**src/rtl/mem_port_arbiter.sv**
```systemverilog
// Shares a single-port, 1-cycle-latency RAM between the instruction fetch port and
// the data bus port. Optional performance counters are enabled with MEM_ARB_PERF_EN.
module mem_port_arbiter #(
    parameter int unsigned AddrWidth   = 32,
    parameter int unsigned DataWidth   = 32,
    parameter int unsigned RoundRobin  = 0,
    parameter int unsigned StarveLimit = 4
) (
    input  logic                   clk_i,
    input  logic                   rst_i,
    input  logic                   instr_req_i,
    input  logic [AddrWidth-1:0]   instr_addr_i,
    output logic                   instr_gnt_o,
    output logic                   instr_rvalid_o,
    output logic [DataWidth-1:0]   instr_rdata_o,
    input  logic                   data_req_i,
    input  logic                   data_we_i,
    input  logic [DataWidth/8-1:0] data_be_i,
    input  logic [AddrWidth-1:0]   data_addr_i,
    input  logic [DataWidth-1:0]   data_wdata_i,
    output logic                   data_gnt_o,
    output logic                   data_rvalid_o,
    output logic [DataWidth-1:0]   data_rdata_o,
    output logic                   mem_req_o,
    output logic                   mem_we_o,
    output logic [DataWidth/8-1:0] mem_be_o,
    output logic [AddrWidth-1:0]   mem_addr_o,
    output logic [DataWidth-1:0]   mem_wdata_o,
    input  logic [DataWidth-1:0]   mem_rdata_i
`ifdef MEM_ARB_PERF_EN
    ,
    output logic [31:0]            perf_conflict_o,
    output logic [31:0]            perf_starve_o
`endif
);

    localparam int unsigned BeWidth = DataWidth / 8;
    localparam int unsigned CntW    = 4;
    localparam logic [CntW-1:0] StarveMax = CntW'(StarveLimit);

    // One-hot owner encoding so each rvalid is a flop bit.
    typedef enum logic [1:0] {
        OWN_NONE  = 2'b00,
        OWN_INSTR = 2'b01,
        OWN_DATA  = 2'b10
    } owner_e;

    typedef enum logic {
        HOST_INSTR = 1'b0,
        HOST_DATA  = 1'b1
    } host_e;

    owner_e          owner_q;
    host_e           last_q;
    logic [CntW-1:0] starve_cnt_q;

    logic w_conflict;
    logic w_starved;
    logic w_instr_wins;
    logic w_instr_gnt;
    logic w_data_gnt;

    assign w_conflict = instr_req_i & data_req_i;
    assign w_starved  = (starve_cnt_q == StarveMax);

    // Conflict winner: alternate in round-robin mode, otherwise data unless starved.
    always_comb begin
        w_instr_wins = 1'b0;
        if (RoundRobin != 0) begin
            w_instr_wins = (last_q == HOST_DATA);
        end else begin
            w_instr_wins = w_starved;
        end
    end

    assign w_instr_gnt = instr_req_i & (~w_conflict | w_instr_wins);
    assign w_data_gnt  = data_req_i & ~w_instr_gnt;

    assign instr_gnt_o = w_instr_gnt;
    assign data_gnt_o  = w_data_gnt;
    assign mem_req_o   = w_instr_gnt | w_data_gnt;

    always_comb begin
        mem_we_o    = 1'b0;
        mem_be_o    = '0;
        mem_addr_o  = '0;
        mem_wdata_o = '0;
        if (w_instr_gnt) begin
            mem_be_o   = {BeWidth{1'b1}};
            mem_addr_o = instr_addr_i;
        end else if (w_data_gnt) begin
            mem_we_o    = data_we_i;
            mem_be_o    = data_be_i;
            mem_addr_o  = data_addr_i;
            mem_wdata_o = data_wdata_i;
        end
    end

    always_ff @(posedge clk_i) begin
        if (rst_i) begin
            owner_q      <= OWN_NONE;
            last_q       <= HOST_DATA;
            starve_cnt_q <= '0;
        end else begin
            if (w_instr_gnt) begin
                owner_q <= OWN_INSTR;
                last_q  <= HOST_INSTR;
            end else if (w_data_gnt) begin
                owner_q <= OWN_DATA;
                last_q  <= HOST_DATA;
            end else begin
                owner_q <= OWN_NONE;
            end

            if (!instr_req_i || w_instr_gnt) begin
                starve_cnt_q <= '0;
            end else if (!w_starved) begin
                starve_cnt_q <= starve_cnt_q + CntW'(1);
            end
        end
    end

    // RAM read data is broadcast; each host qualifies it with its own rvalid.
    assign instr_rvalid_o = owner_q[0];
    assign data_rvalid_o  = owner_q[1];
    assign instr_rdata_o  = mem_rdata_i;
    assign data_rdata_o   = mem_rdata_i;

`ifdef MEM_ARB_PERF_EN
    logic [31:0] r_perf_conflict;
    logic [31:0] r_perf_starve;
    logic        w_forced_win;

    assign w_forced_win = w_conflict & w_starved & (RoundRobin == 0);

    always_ff @(posedge clk_i) begin
        if (rst_i) begin
            r_perf_conflict <= '0;
            r_perf_starve   <= '0;
        end else begin
            if (w_conflict) begin
                r_perf_conflict <= r_perf_conflict + 32'd1;
            end
            if (w_forced_win) begin
                r_perf_starve <= r_perf_starve + 32'd1;
            end
        end
    end

    assign perf_conflict_o = r_perf_conflict;
    assign perf_starve_o   = r_perf_starve;
`endif

endmodule

```
**config.mk**
```make
export PLATFORM = sky130hd
export DESIGN_NAME = mem_port_arbiter
export DESIGN_NICKNAME = d
export VERILOG_FILES = /design/src/rtl/mem_port_arbiter.sv
export SDC_FILE = /design/constraint.sdc
export NUM_CORES = 1
export LEC_CHECK = 0
export BUFFER_PORTS_ARGS = -buffer_cell sky130_fd_sc_hd__buf_4
export CAP_MARGIN = 40
export CORE_AREA = 2 2 108 110
export DETAILED_ROUTE_END_ITERATION = 16
export DIE_AREA = 0 0 110 112
export PLACE_DENSITY = 0.54
export SLEW_MARGIN = 20
export SYNTH_ARGS = -nofsm -noshare
export SYNTH_HDL_FRONTEND = slang
export SYNTH_SLANG_ARGS = --single-unit
```
**constraint.sdc**
```tcl
create_clock -name clk_i -period 2.15 [get_ports clk_i]
set_clock_uncertainty 0.15 [all_clocks]
set_input_delay 0 -clock clk_i [delete_from_list [all_inputs] [get_ports clk_i]]
set_output_delay 0 -clock clk_i [all_outputs]
set_load 0.05 [all_outputs]
```
======== Word-level counts from Yosys, hierarchy flattened ========
Index checks and enable logic that the tools add are counted.
operators by class
  add/subtract/negate cells ............... 1
  equality and inequality tests ........... 1
  multiplexer cells ....................... 10
  bitwise gates (word level) .............. 7
  reductions and logical operators ........ 4
operator list
  kind                   count
  $mux W32               4
  $mux W4                2
  $add A4 B1 Y4 const B  1
  $eq A4 B3 Y1 const B   1
  $reduce_or A2 Y1       2
  $and A1 B1 Y1          3
  $mux W1                3
  $mux W2                1
  $not A1 Y1             2
  $or A1 B1 Y1           2
  $logic_not A1 Y1       1
  $logic_or A1 B1 Y1     1
storage, ports and cells
  register bits ........................... 6
  bits of input ports ..................... 137
  output and inout bits ................... 138
  word-level logic and storage cells ...... 26

======== Logic depth before layout (Yosys ltp) ========
Gate-level depths: netlist of run 1.
  word-level depth ........................ 8
  gate-level depth with buffers ........... 7

======== Worst setup path after synthesis of run 1 ========
OpenSTA, ideal clock, no wires.
  path kind ............................... register to output
  start ................................... register starve_cnt_q[0]
  end ..................................... output port mem_wdata_o[22]
  data arrival time ....................... 1.760 ns
  data required time ...................... 2.000 ns
  setup slack ............................. 0.240 ns
  stages on the path, launching flop included .. 7
  cell sequence ........................... dfxtp_1 -> inv_1 -> ha_1 -> and3b_1 -> a21oi_2 -> buf_2 -> and2_1
on the way
  cells in the longest elaborated chain, start to end .. 7
ends and longest elaborated chain
  element                 line  text
  start, declared         55    logic [CntW-1:0] starve_cnt_q;
  start signal, assigned  118   starve_cnt_q <= starve_cnt_q + CntW'(1);
  $eq A4 B3 Y1            64    assign w_starved = (starve_cnt_q == StarveMax);
  $or A1 B1 Y1            76    assign w_instr_gnt = instr_req_i & (~w_conflict | w_instr_wins);
  $and A1 B1 Y1           76
  $not A1 Y1              77    assign w_data_gnt = data_req_i & ~w_instr_gnt;
  $and A1 B1 Y1           77
  net data_gnt_o          21    output logic data_gnt_o,
  $mux W32                91    end else if (w_data_gnt) begin
  $mux W32                88    if (w_instr_gnt) begin
  end, declared           28    output logic [DataWidth-1:0] mem_wdata_o,
The timed path passes the listed nets, and every way through them passes these cells.

======== Worst setup path in the final report of run 1 ========
  start ................................... register starve_cnt_q[0]
  end ..................................... output port mem_addr_o[25]
on the way
  cells in the longest elaborated chain, start to end .. 7
ends and longest elaborated chain
  element          line  text
  $eq A4 B3 Y1 *   64
  $or A1 B1 Y1 *   76
  $and A1 B1 Y1 *  76
  $not A1 Y1       77
  $and A1 B1 Y1    77
  $mux W32         91
  $mux W32 *       88
  end, declared    27    output logic [AddrWidth-1:0] mem_addr_o,
Every way passes the cells marked *; elsewhere a longest branch is shown, timed or not.

==> results.sh, run 1 <==
export IMPL_required_ns=2.00
export IMPL_core_area_um2=11170
export IMPL_reg2reg_slack_ns=0.54
export IMPL_setup_ws_ns=0.1106
export IMPL_utilization=0.2796
export IMPL_hold_end="mem_be_o[1]"
export IMPL_r2r_end="owner_q[1]"
export IMPL_ant_nets=0
export IMPL_synth_area_per_cell_um2=7.831
export IMPL_fmax_ghz=0.4903
export IMPL_die_w_um=110
export IMPL_num_rows=39
export IMPL_ys_ff_latch=6
export IMPL_fill_cells=1170
export IMPL_preCtsSetupSlack_ns=0.2500
export IMPL_async_reset_ff_frac=0
export IMPL_critical_path_top_delay_family="compound AO/OA/AOI/OAI gates"
export IMPL_crit_arrival_ns=1.89
export IMPL_yosysUniqueCellTypes=22
export IMPL_dr_first_iter_drc_count=44
export IMPL_io_buffers=178
export IMPL_synth_edf_count=0
export IMPL_slowest_stage="dfxtp_2"
export IMPL_ys_flop_type="dfxtp_1"
export IMPL_synth_top_area_cell="buf_4"
export IMPL_r2r_cells=6
export IMPL_relSlewSlack=0.6109
export IMPL_seq_area_frac_synth=0.09023
export IMPL_finalHoldViolCount=0
export IMPL_yosysMostFrequentCell="buf_4"
export IMPL_wirelength_um=6285
export IMPL_p_per_area_nw_per_um2=483.1
export IMPL_syn_instance_count=170
export IMPL_hpwl_um=4481
export IMPL_area_delta_synth_final_pct=134.7
export IMPL_drive_gt1_frac=0.6311
export IMPL_hold_start="data_be_i[1]"
export IMPL_fp_dieH_um=112
export IMPL_diodes=0
export IMPL_syn_num_nets=309
export IMPL_endpoint_kind="output pin"
export IMPL_grt_pass1_wl_um=7465
export IMPL_path_clk_slew_ns=0.03
export IMPL_cts_buffers=3
export IMPL_dieArea_um2=12320
export IMPL_grt_pass1_vias=1531
export IMPL_antenna_found_initial=0
export IMPL_finalSetupViolations=0
export IMPL_drc=0
export IMPL_period_share=0.9486
export IMPL_rsz0062_at_grt="no"
export IMPL_finalSetupTns_ns=0
export IMPL_clock_path_buffers=2
export IMPL_dr_pass1_iters=4
export IMPL_synth_area_leaders="buf_4 38%, a22o_1 21%, and2_1 16%"
export IMPL_whs_ns=0.2106
export IMPL_slew_violations=0
export IMPL_timing_rr_start="starve_cnt_q[0]"
export IMPL_drv_cap=0
export IMPL_gr_total_overflow=0
export IMPL_clk_latency_ns=0.23
export IMPL_final_cell_area_um2=3124
export IMPL_startpoint_type="flip-flop"
export IMPL_vias=1826
export IMPL_ys_warn_count=0
export IMPL_post_route_min_period_ns=2.039
export IMPL_num_nets_final=488
export IMPL_synth_top_cell_area_share=0.3835
export IMPL_ir_worst_vdd_mv=0.2129
export IMPL_viasPerCell=3.727
export IMPL_post_cts_setup_buffers=0
export IMPL_h_tree_depth=1
export IMPL_cpPeakStageDelay_ns=0.34
export IMPL_multi_input_area_um2=645.6
export IMPL_ff_latch_area_um2=121.4
export IMPL_cts_tree="done"
export IMPL_worstSetupPathType="flip-flop to output pin"
export IMPL_worstHoldPathCells=3
export IMPL_tightest_slew_ns=0.5817
export IMPL_clock_sinks=6
export IMPL_place_congestion=0.7869
export IMPL_io_pins=275
export IMPL_initial_core_util=0.1191
export IMPL_outcome="finished, final reports clean"
export IMPL_netlist_area_um2=1331
export IMPL_leakage_nw=1.637
export IMPL_synth_commonest_cells="68 x buf_4, 33 x and2_1, 32 x a22o_1, 6 x dfxtp_1, 4 x a21o_1"
export IMPL_critical_path_buf_inv_count=3
export IMPL_cp_max_fo=29
export IMPL_crit_path_cell_trace="inv_1 -> ha_1 -> and3b_1 -> o21a_1 -> buf_6 -> a22o_1 -> buf_4"
export IMPL_post_dp_cell_area_um2=2322
export IMPL_wl_per_cell_um=12.83
export IMPL_grt_total_usage=0.07610
export IMPL_hold_path_class="input port to output pin"
export IMPL_cts_root_buf="clkbuf_16"
export IMPL_grt_max_degree=35
[power by group]
group	internal, W	total [W]	leakage, nW	switching, W
clock	0.000238	0.000298	0.0370	0.0000597
sequential	0.000115	0.000116	0.0493	0.00000124
combinational	0.000391	0.00110	1.55	0.000704
total	0.000745	0.00151	1.64	0.000765
[how the worst max path moves through the flow]
stage                     from         endpoint  cells past startpoint
2_1_floorplan  starve_cnt_q[0]  mem_wdata_o[22]                      6
3_3_place_gp   starve_cnt_q[0]    mem_addr_o[3]                      7
3_5_place_dp   starve_cnt_q[0]   mem_addr_o[25]                      7
4_1_cts        starve_cnt_q[0]    mem_addr_o[3]                      7
5_1_grt        starve_cnt_q[0]    mem_addr_o[3]                      7
6_report       starve_cnt_q[0]   mem_addr_o[25]                      7
[cell type report]
| class | count | share of cell area |
|---|---|---|
| Multi-Input combinational cell | 86 | 0.2066 |
| Clock buffer | 3 | 0.02403 |
| Sequential cell | 6 | 0.03885 |
| Timing Repair Buffer | 249 | 0.6696 |
| Tap cell | 143 | 0.05727 |
| Inverter | 3 | 0.003604 |
[cell usage in the layout (no fill, tap or decap), drive strengths merged]
cell,instances
dlygate4sd3,35
a22o,32
or2,1
a21oi,1
nand3,1
and2,33
a21o,4
nand2,1
dfxtp,6
ha,2
and3b,1
xnor2,1
xor2,1
buf,214
clkbuf,3
o21a,1
nor2b,2
inv,3
or3,1
nor2,3
nor4b,1
[repair_timing]
action                                  4_1_cts  5_1_grt
hold buffers                                 35        0
gates resized for setup                       0        4
hold endpoints to repair                     69        0
endpoints found under the setup margin        0       63
[layer usage]
| layer | global-route usage | share of wire | vias to the layer above |
|---|---|---|---|
| met4 | 0.02363 | 0.011 | 0 |
| li1 | - | - | 864 |
| met5 | 0 | 0 | - |
| met2 | 0.1530 | 0.58 | 127 |
| met1 | 0.07692 | 0.31 | 827 |
| met3 | 0.01171 | 0.098 | 8 |
[sequential cells by signal, indices dropped and copies added, names as in the netlist]
register,flops
starve_cnt_q,4
owner_q,2
[metrics by stage]
step	instances	power, W
after floorplan	170	0.0008705
after global placement	420	0.0008448
after detailed placement	420	0.0008483
after CTS	458	0.001440
after global routing	490	0.001561
final	490	0.001509
[worst min-delay path, stage by stage]
cell and delay (ns):
buf_4 0.07, a21o_1 0.10, buf_4 0.19
[cell families (layout without fill, tap and decap cells)]
kind of cell / count (synthesis) / count (layout) / synth area share
AOI/OAI and AO/OA: 38 / 38 / 0.2453
xor gates and xnor gates: 2 / 2 / 0.01316
adders and majority gates: 2 / 2 / 0.01879
buffers and inverters: 78 / 255 / 0.4305
DFF: 6 / 6 / 0.09023
and+or+nand+nor: 44 / 44 / 0.2021
(Power assumes the default switching activity.)
==> run 2: changes to the inputs <==
==> constraint.sdc (replaced) <==
create_clock -name clk_i -period 2.15 [get_ports clk_i]
set_clock_uncertainty 0.15 [all_clocks]
set_input_delay 0.3225 -clock clk_i [delete_from_list [all_inputs] [get_ports clk_i]]
set_output_delay 0.3225 -clock clk_i [all_outputs]
set_load 0.05 [all_outputs]
==> results.sh, run 2 (synthesized netlist as in run 1, its figures left out) <==
export IMPL_outcome="finished with violations"
export IMPL_violations="negative setup slack"
export IMPL_largest_reg_flops=4
export IMPL_cts_tree="done"
export IMPL_clock_path_buffers=2
export IMPL_drc=0
export IMPL_setup_ws_ns=-0.1606
export IMPL_cpPeakStageDelay_ns=0.32
export IMPL_post_route_min_period_ns=2.311
export IMPL_finalSetupTns_ns=-7.630
export IMPL_dr_pass1_iters=4
export IMPL_dr_first_iter_drc_count=18
export IMPL_required_ns=1.68
export IMPL_hold_start="rst_i"
export IMPL_tightest_slew_ns=0.2124
export IMPL_worstSetupPathType="flip-flop to output pin"
export IMPL_final_cell_mix="112 x buf_4, 54 x buf_8, 27 x and2_4"
export IMPL_initial_core_util=0.1191
export IMPL_reg2reg_slack_ns=0.51
export IMPL_gr_total_overflow=0
export IMPL_r2r_end="starve_cnt_q[3]"
export IMPL_num_rows=39
export IMPL_ctsHoldBuffers=0
export IMPL_whs_ns=0.1381
export IMPL_h_tree_depth=1
export IMPL_ant_nets=0
export IMPL_drv_cap=0
export IMPL_crit_arrival_ns=1.84
export IMPL_fmax_ghz=0.4328
export IMPL_diodes=0
export IMPL_cts_root_buf="clkbuf_16"
export IMPL_finalSetupViolations=70
export IMPL_clock_sinks=6
export IMPL_rsz0062_at_grt="yes"
export IMPL_power_w=0.001431
export IMPL_setup_worst_path_end="mem_addr_o[21]"
export IMPL_crit_path_cell_trace="inv_2 -> ha_4 -> and3b_2 -> o21a_4 -> clkbuf_16 -> a22o_4 -> buf_8"
export IMPL_fill_cells=1111
export IMPL_die_w_um=110
export IMPL_final_common_cell="buf_4"
export IMPL_grt_pass1_vias=1594
export IMPL_path_clk_slew_ns=0.03
export IMPL_r2r_cells=6
export IMPL_endpoint_kind="output pin"
export IMPL_grt_total_usage=0.08655
export IMPL_p_per_area_nw_per_um2=409.8
export IMPL_critPathLaunch="starve_cnt_q[1]"
export IMPL_post_dp_cell_area_um2=2415
export IMPL_grt_pass1_wl_um=8300
export IMPL_wl_per_cell_um=17.04
export IMPL_hold_path_class="input port to flip-flop"
export IMPL_dieArea_um2=12320
export IMPL_wirelength_um=7463
export IMPL_leakage_nw=1.742
export IMPL_ff_latch_area_um2=122.6
export IMPL_vias=1641
export IMPL_largestRegisters="starve_cnt_q: 4 flops, owner_q: 2 flops"
export IMPL_relSlewSlack=0.8564
export IMPL_cp_max_fo=8
export IMPL_cts_buffers=3
export IMPL_antenna_found_initial=0
export IMPL_ir_worst_vdd_mv=0.3945
export IMPL_num_nets_final=436
export IMPL_fp_dieH_um=112
export IMPL_place_congestion=0.7209
export IMPL_period_share=1.075
export IMPL_preCtsSetupSlack_ns=0.01033
export IMPL_slowest_stage="dfxtp_2"
export IMPL_viasPerCell=3.747
export IMPL_core_area_um2=11170
export IMPL_clk_latency_ns=0.22
export IMPL_io_pins=275
export IMPL_slew_violations=0
export IMPL_timing_rr_start="starve_cnt_q[1]"
export IMPL_drive_gt1_frac=0.8915
export IMPL_multi_input_area_um2=957.2
export IMPL_regMostFlops="starve_cnt_q"
export IMPL_final_cell_area_um2=3492
export IMPL_worstHoldPathCells=2
export IMPL_area_delta_synth_final_pct=162.3
export IMPL_hpwl_um=4884
export IMPL_grt_max_degree=35
export IMPL_startpoint_type="flip-flop"
export IMPL_finalHoldViolCount=0
export IMPL_io_buffers=178
run 2: layout make-up:
type,instances,share of cell area
tap,143,0.05124
multi-input combinational,86,0.2741
sequential,6,0.03511
inverter,3,0.003225
timing repair buffer,197,0.6148
clock buffer,3,0.02150
run 2: how the worst min path moves through the flow:
stage                      end  slack [ns]
6_report       starve_cnt_q[1]        0.14
5_1_grt        starve_cnt_q[1]        0.15
4_1_cts        starve_cnt_q[1]        0.14
3_5_place_dp   starve_cnt_q[0]        0.36
3_3_place_gp   starve_cnt_q[3]        0.36
2_1_floorplan       owner_q[0]        0.24
run 2: routing by layer:
metal	track usage	vias up	routed length (um)
li1	-	766	-
met3	0.01639	20	550
met5	0	-	0
met1	0.09101	764	2524
met4	0.02110	0	137
met2	0.1706	91	4251
run 2: repair_timing:
item | in CTS | in global routing
endpoints found under the setup margin | 70 | 70
gates resized for setup | 93 | 94
pin swaps | 4 | 33
gates cloned | 0 | 10
buffers inserted | 2 | 2
run 2: power by group:
| part | total, W | leakage (nW) | internal, W | switching [W] |
|---|---|---|---|---|
| registers | 0.000116 | 0.0498 | 0.000115 | 0.00000105 |
| logic | 0.00102 | 1.65 | 0.000501 | 0.000519 |
| clock network | 0.000295 | 0.0370 | 0.000238 | 0.0000568 |
| total | 0.00143 | 1.74 | 0.000854 | 0.000577 |
run 2: critical path: cells and delay by family, from the launching register on:
family	cells	cell delay, ns
and+or+nand+nor	1	0.24
adders and majority gates	1	0.15
DFF	1	0.32
AOI/OAI and AO/OA	2	0.51
buffers and inverters	3	0.39
run 2: per-stage QoR:
step	utilization	cells
floorplan	-	170
global placement	0.2161	421
detailed placement	0.2161	421
CTS	0.2548	426
global route	0.3125	438
finish	0.3125	438
==> run 3: changes to the inputs <==
--- a/config.mk
+++ b/config.mk
@@ -11,6 +11,8 @@
 export DETAILED_ROUTE_END_ITERATION = 16
 export DIE_AREA = 0 0 110 112
 export PLACE_DENSITY = 0.54
+export RECOVER_POWER = 50
+export REMOVE_ABC_BUFFERS = 1
 export SLEW_MARGIN = 20
 export SYNTH_ARGS = -nofsm -noshare
 export SYNTH_HDL_FRONTEND = slang
==> results.sh, run 3 (synthesized netlist as in run 1, its figures left out) <==
export IMPL_fmax_ghz=0.4375
export IMPL_ant_nets=0
export IMPL_relSlewSlack=0.8462
export IMPL_cp_max_fo=9
export IMPL_place_congestion=0.8324
export IMPL_utilization=0.2817
export IMPL_clock_sinks=6
export IMPL_dieArea_um2=12320
export IMPL_dp_cells=420
export IMPL_grt_total_usage=0.1318
export IMPL_clock_path_buffers=2
export IMPL_wirelength_um=9212
export IMPL_largestRegisters="starve_cnt_q: 4 flops, owner_q: 2 flops"
export IMPL_post_dp_cell_area_um2=2360
export IMPL_endpoint_kind="output pin"
export IMPL_slowest_stage="dfxtp_2"
export IMPL_tightest_slew_ns=0.2275
export IMPL_power_w=0.001335
export IMPL_finalSetupViolations=69
export IMPL_path_clk_slew_ns=0.03
export IMPL_swShare=0.4082
export IMPL_p_per_area_nw_per_um2=423.9
export IMPL_rsz0062_at_grt="yes"
export IMPL_viasPerCell=3.959
export IMPL_drc=0
export IMPL_dr_pass1_iters=4
export IMPL_clockPowerShare=0.221
export IMPL_drv_cap=0
export IMPL_vias=1726
export IMPL_num_rows=39
export IMPL_final_cell_area_um2=3148
export IMPL_grt_max_degree=34
export IMPL_gr_total_overflow=0
export IMPL_grt_pass1_wl_um=11600
export IMPL_required_ns=1.68
export IMPL_internal_power_w=0.0007898
export IMPL_dr_first_iter_drc_count=56
export IMPL_h_tree_depth=1
export IMPL_io_pins=275
export IMPL_violations="negative setup slack"
export IMPL_cpPeakStageDelay_ns=0.32
export IMPL_final_cell_mix="116 x buf_4, 39 x buf_6, 32 x a22o_1"
export IMPL_wl_per_cell_um=21.13
export IMPL_startpoint_type="flip-flop"
export IMPL_crit_path_cell_trace="inv_2 -> ha_4 -> and3b_2 -> o21a_4 -> buf_12 -> a22o_1 -> buf_6"
export IMPL_critical_path_buf_inv_count=3
export IMPL_drive_gt1_frac=0.8055
export IMPL_pwr_share_seq=0.087
export IMPL_post_route_min_period_ns=2.286
export IMPL_leakage_nw=1.591
export IMPL_crit_arrival_ns=1.81
export IMPL_grt_pass1_vias=1824
export IMPL_p_switching_w=0.0005448
export IMPL_ir_worst_vdd_mv=0.4245
export IMPL_diodes=0
export IMPL_busiest_layer="met2"
export IMPL_die_w_um=110
export IMPL_outcome="finished with violations"
export IMPL_preCtsSetupSlack_ns=-0.04637
export IMPL_regMostFlops="starve_cnt_q"
export IMPL_hold_path_class="input port to flip-flop"
export IMPL_gr_usage_met3=0.1270
export IMPL_combPwrFrac=0.692
export IMPL_initial_core_util=0.1191
export IMPL_period_share=1.063
export IMPL_io_buffers=178
export IMPL_area_delta_synth_final_pct=136.5
export IMPL_core_area_um2=11170
export IMPL_fp_dieH_um=112
export IMPL_critical_path_top_delay_family="compound AO/OA/AOI/OAI gates"
export IMPL_final_cell_count_no_fill=436
export IMPL_num_nets_final=434
export IMPL_grt_use_met2=0.1902
export IMPL_finalHoldViolCount=0
export IMPL_cts_root_buf="clkbuf_16"
export IMPL_cts_tree="done"
export IMPL_setup_ws_ns=-0.1358
export IMPL_cts_buffers=3
export IMPL_groute_layer_met1_usage=0.1421
export IMPL_slew_violations=0
export IMPL_antenna_found_initial=0
export IMPL_worstSetupPathType="flip-flop to output pin"
export IMPL_largest_reg_flops=4
export IMPL_hpwl_um=6997
export IMPL_clk_latency_ns=0.22
export IMPL_ctsHoldBuffers=0
export IMPL_final_common_cell="buf_4"
==> run 3: cell types whose count changed in the layout (fill, tap and decap cells not counted) <==
cell       previous run  this run
a22o_1                7        32
a22o_4               25         0
and2_2                3         0
and2_4               27        30
buf_12                2         8
buf_16                2         3
buf_4               112       116
buf_6                20        39
buf_8                54        26
clkbuf_16            10         6
==> run 3: worst paths after layout <==
kind / slack (ns) / to / start / cells past startpoint
worst min-delay path: 0.14 / owner_q[1] / rst_i / 2
worst max-delay path: -0.14 / mem_addr_o[25] / starve_cnt_q[0] / 7
worst max register to register: 0.51 / starve_cnt_q[3] / starve_cnt_q[0] / 6
worst min register to register: 0.40 / starve_cnt_q[3] / starve_cnt_q[3] / 2
==> run 3: stage by stage <==
stage               setup TNS [ns]  hold slack [ns]
floorplan                   -81.92           0.2441
global placement                 0           0.2967
detailed placement         -0.6572           0.3260
CTS                         -8.371           0.1379
global route                -11.22           0.1502
finish                      -6.570           0.1389
==> run 3: metal layers <==
metal	share of wire	wire length, um	vias to the layer above
met1	0.35	3261	779
met2	0.43	3950	184
li1	-	-	757
met3	0.21	1923	4
met5	0.0067	62	-
met4	0.0016	15	2
==> run 3: cell type report <==
cell class | instances | area (um2)
multi-input cells | 86 | 742.0
repair buffers | 195 | 2018
clock buffers | 3 | 75.07
well taps | 143 | 178.9
inverters | 3 | 11.26
flip-flops and latches | 6 | 122.6
fillers | 1164 | 8026
==> run 3: repair_timing <==
| item | 4_1_cts | 5_1_grt |
|---|---|---|
| buffers inserted | 5 | 3 |
| cloned | 2 | 3 |
| pin swaps | 11 | 15 |
| endpoints found under the hold margin | 0 | 0 |
| gates resized for setup | 100 | 48 |
| endpoints found under the setup margin | 71 | 71 |
==> run 3: power by group through the flow <==
stage	Sequential [W]	Clock, W	Combinational (W)
4_1_cts	0.000116	0.000302	0.000857
5_1_grt	0.000116	0.000309	0.000964
6_report	0.000116	0.000295	0.000924
3_3_place_gp	0.000118	0	0.000738
3_5_place_dp	0.000118	0	0.000743
2_1_floorplan	0.000124	0	0.000413
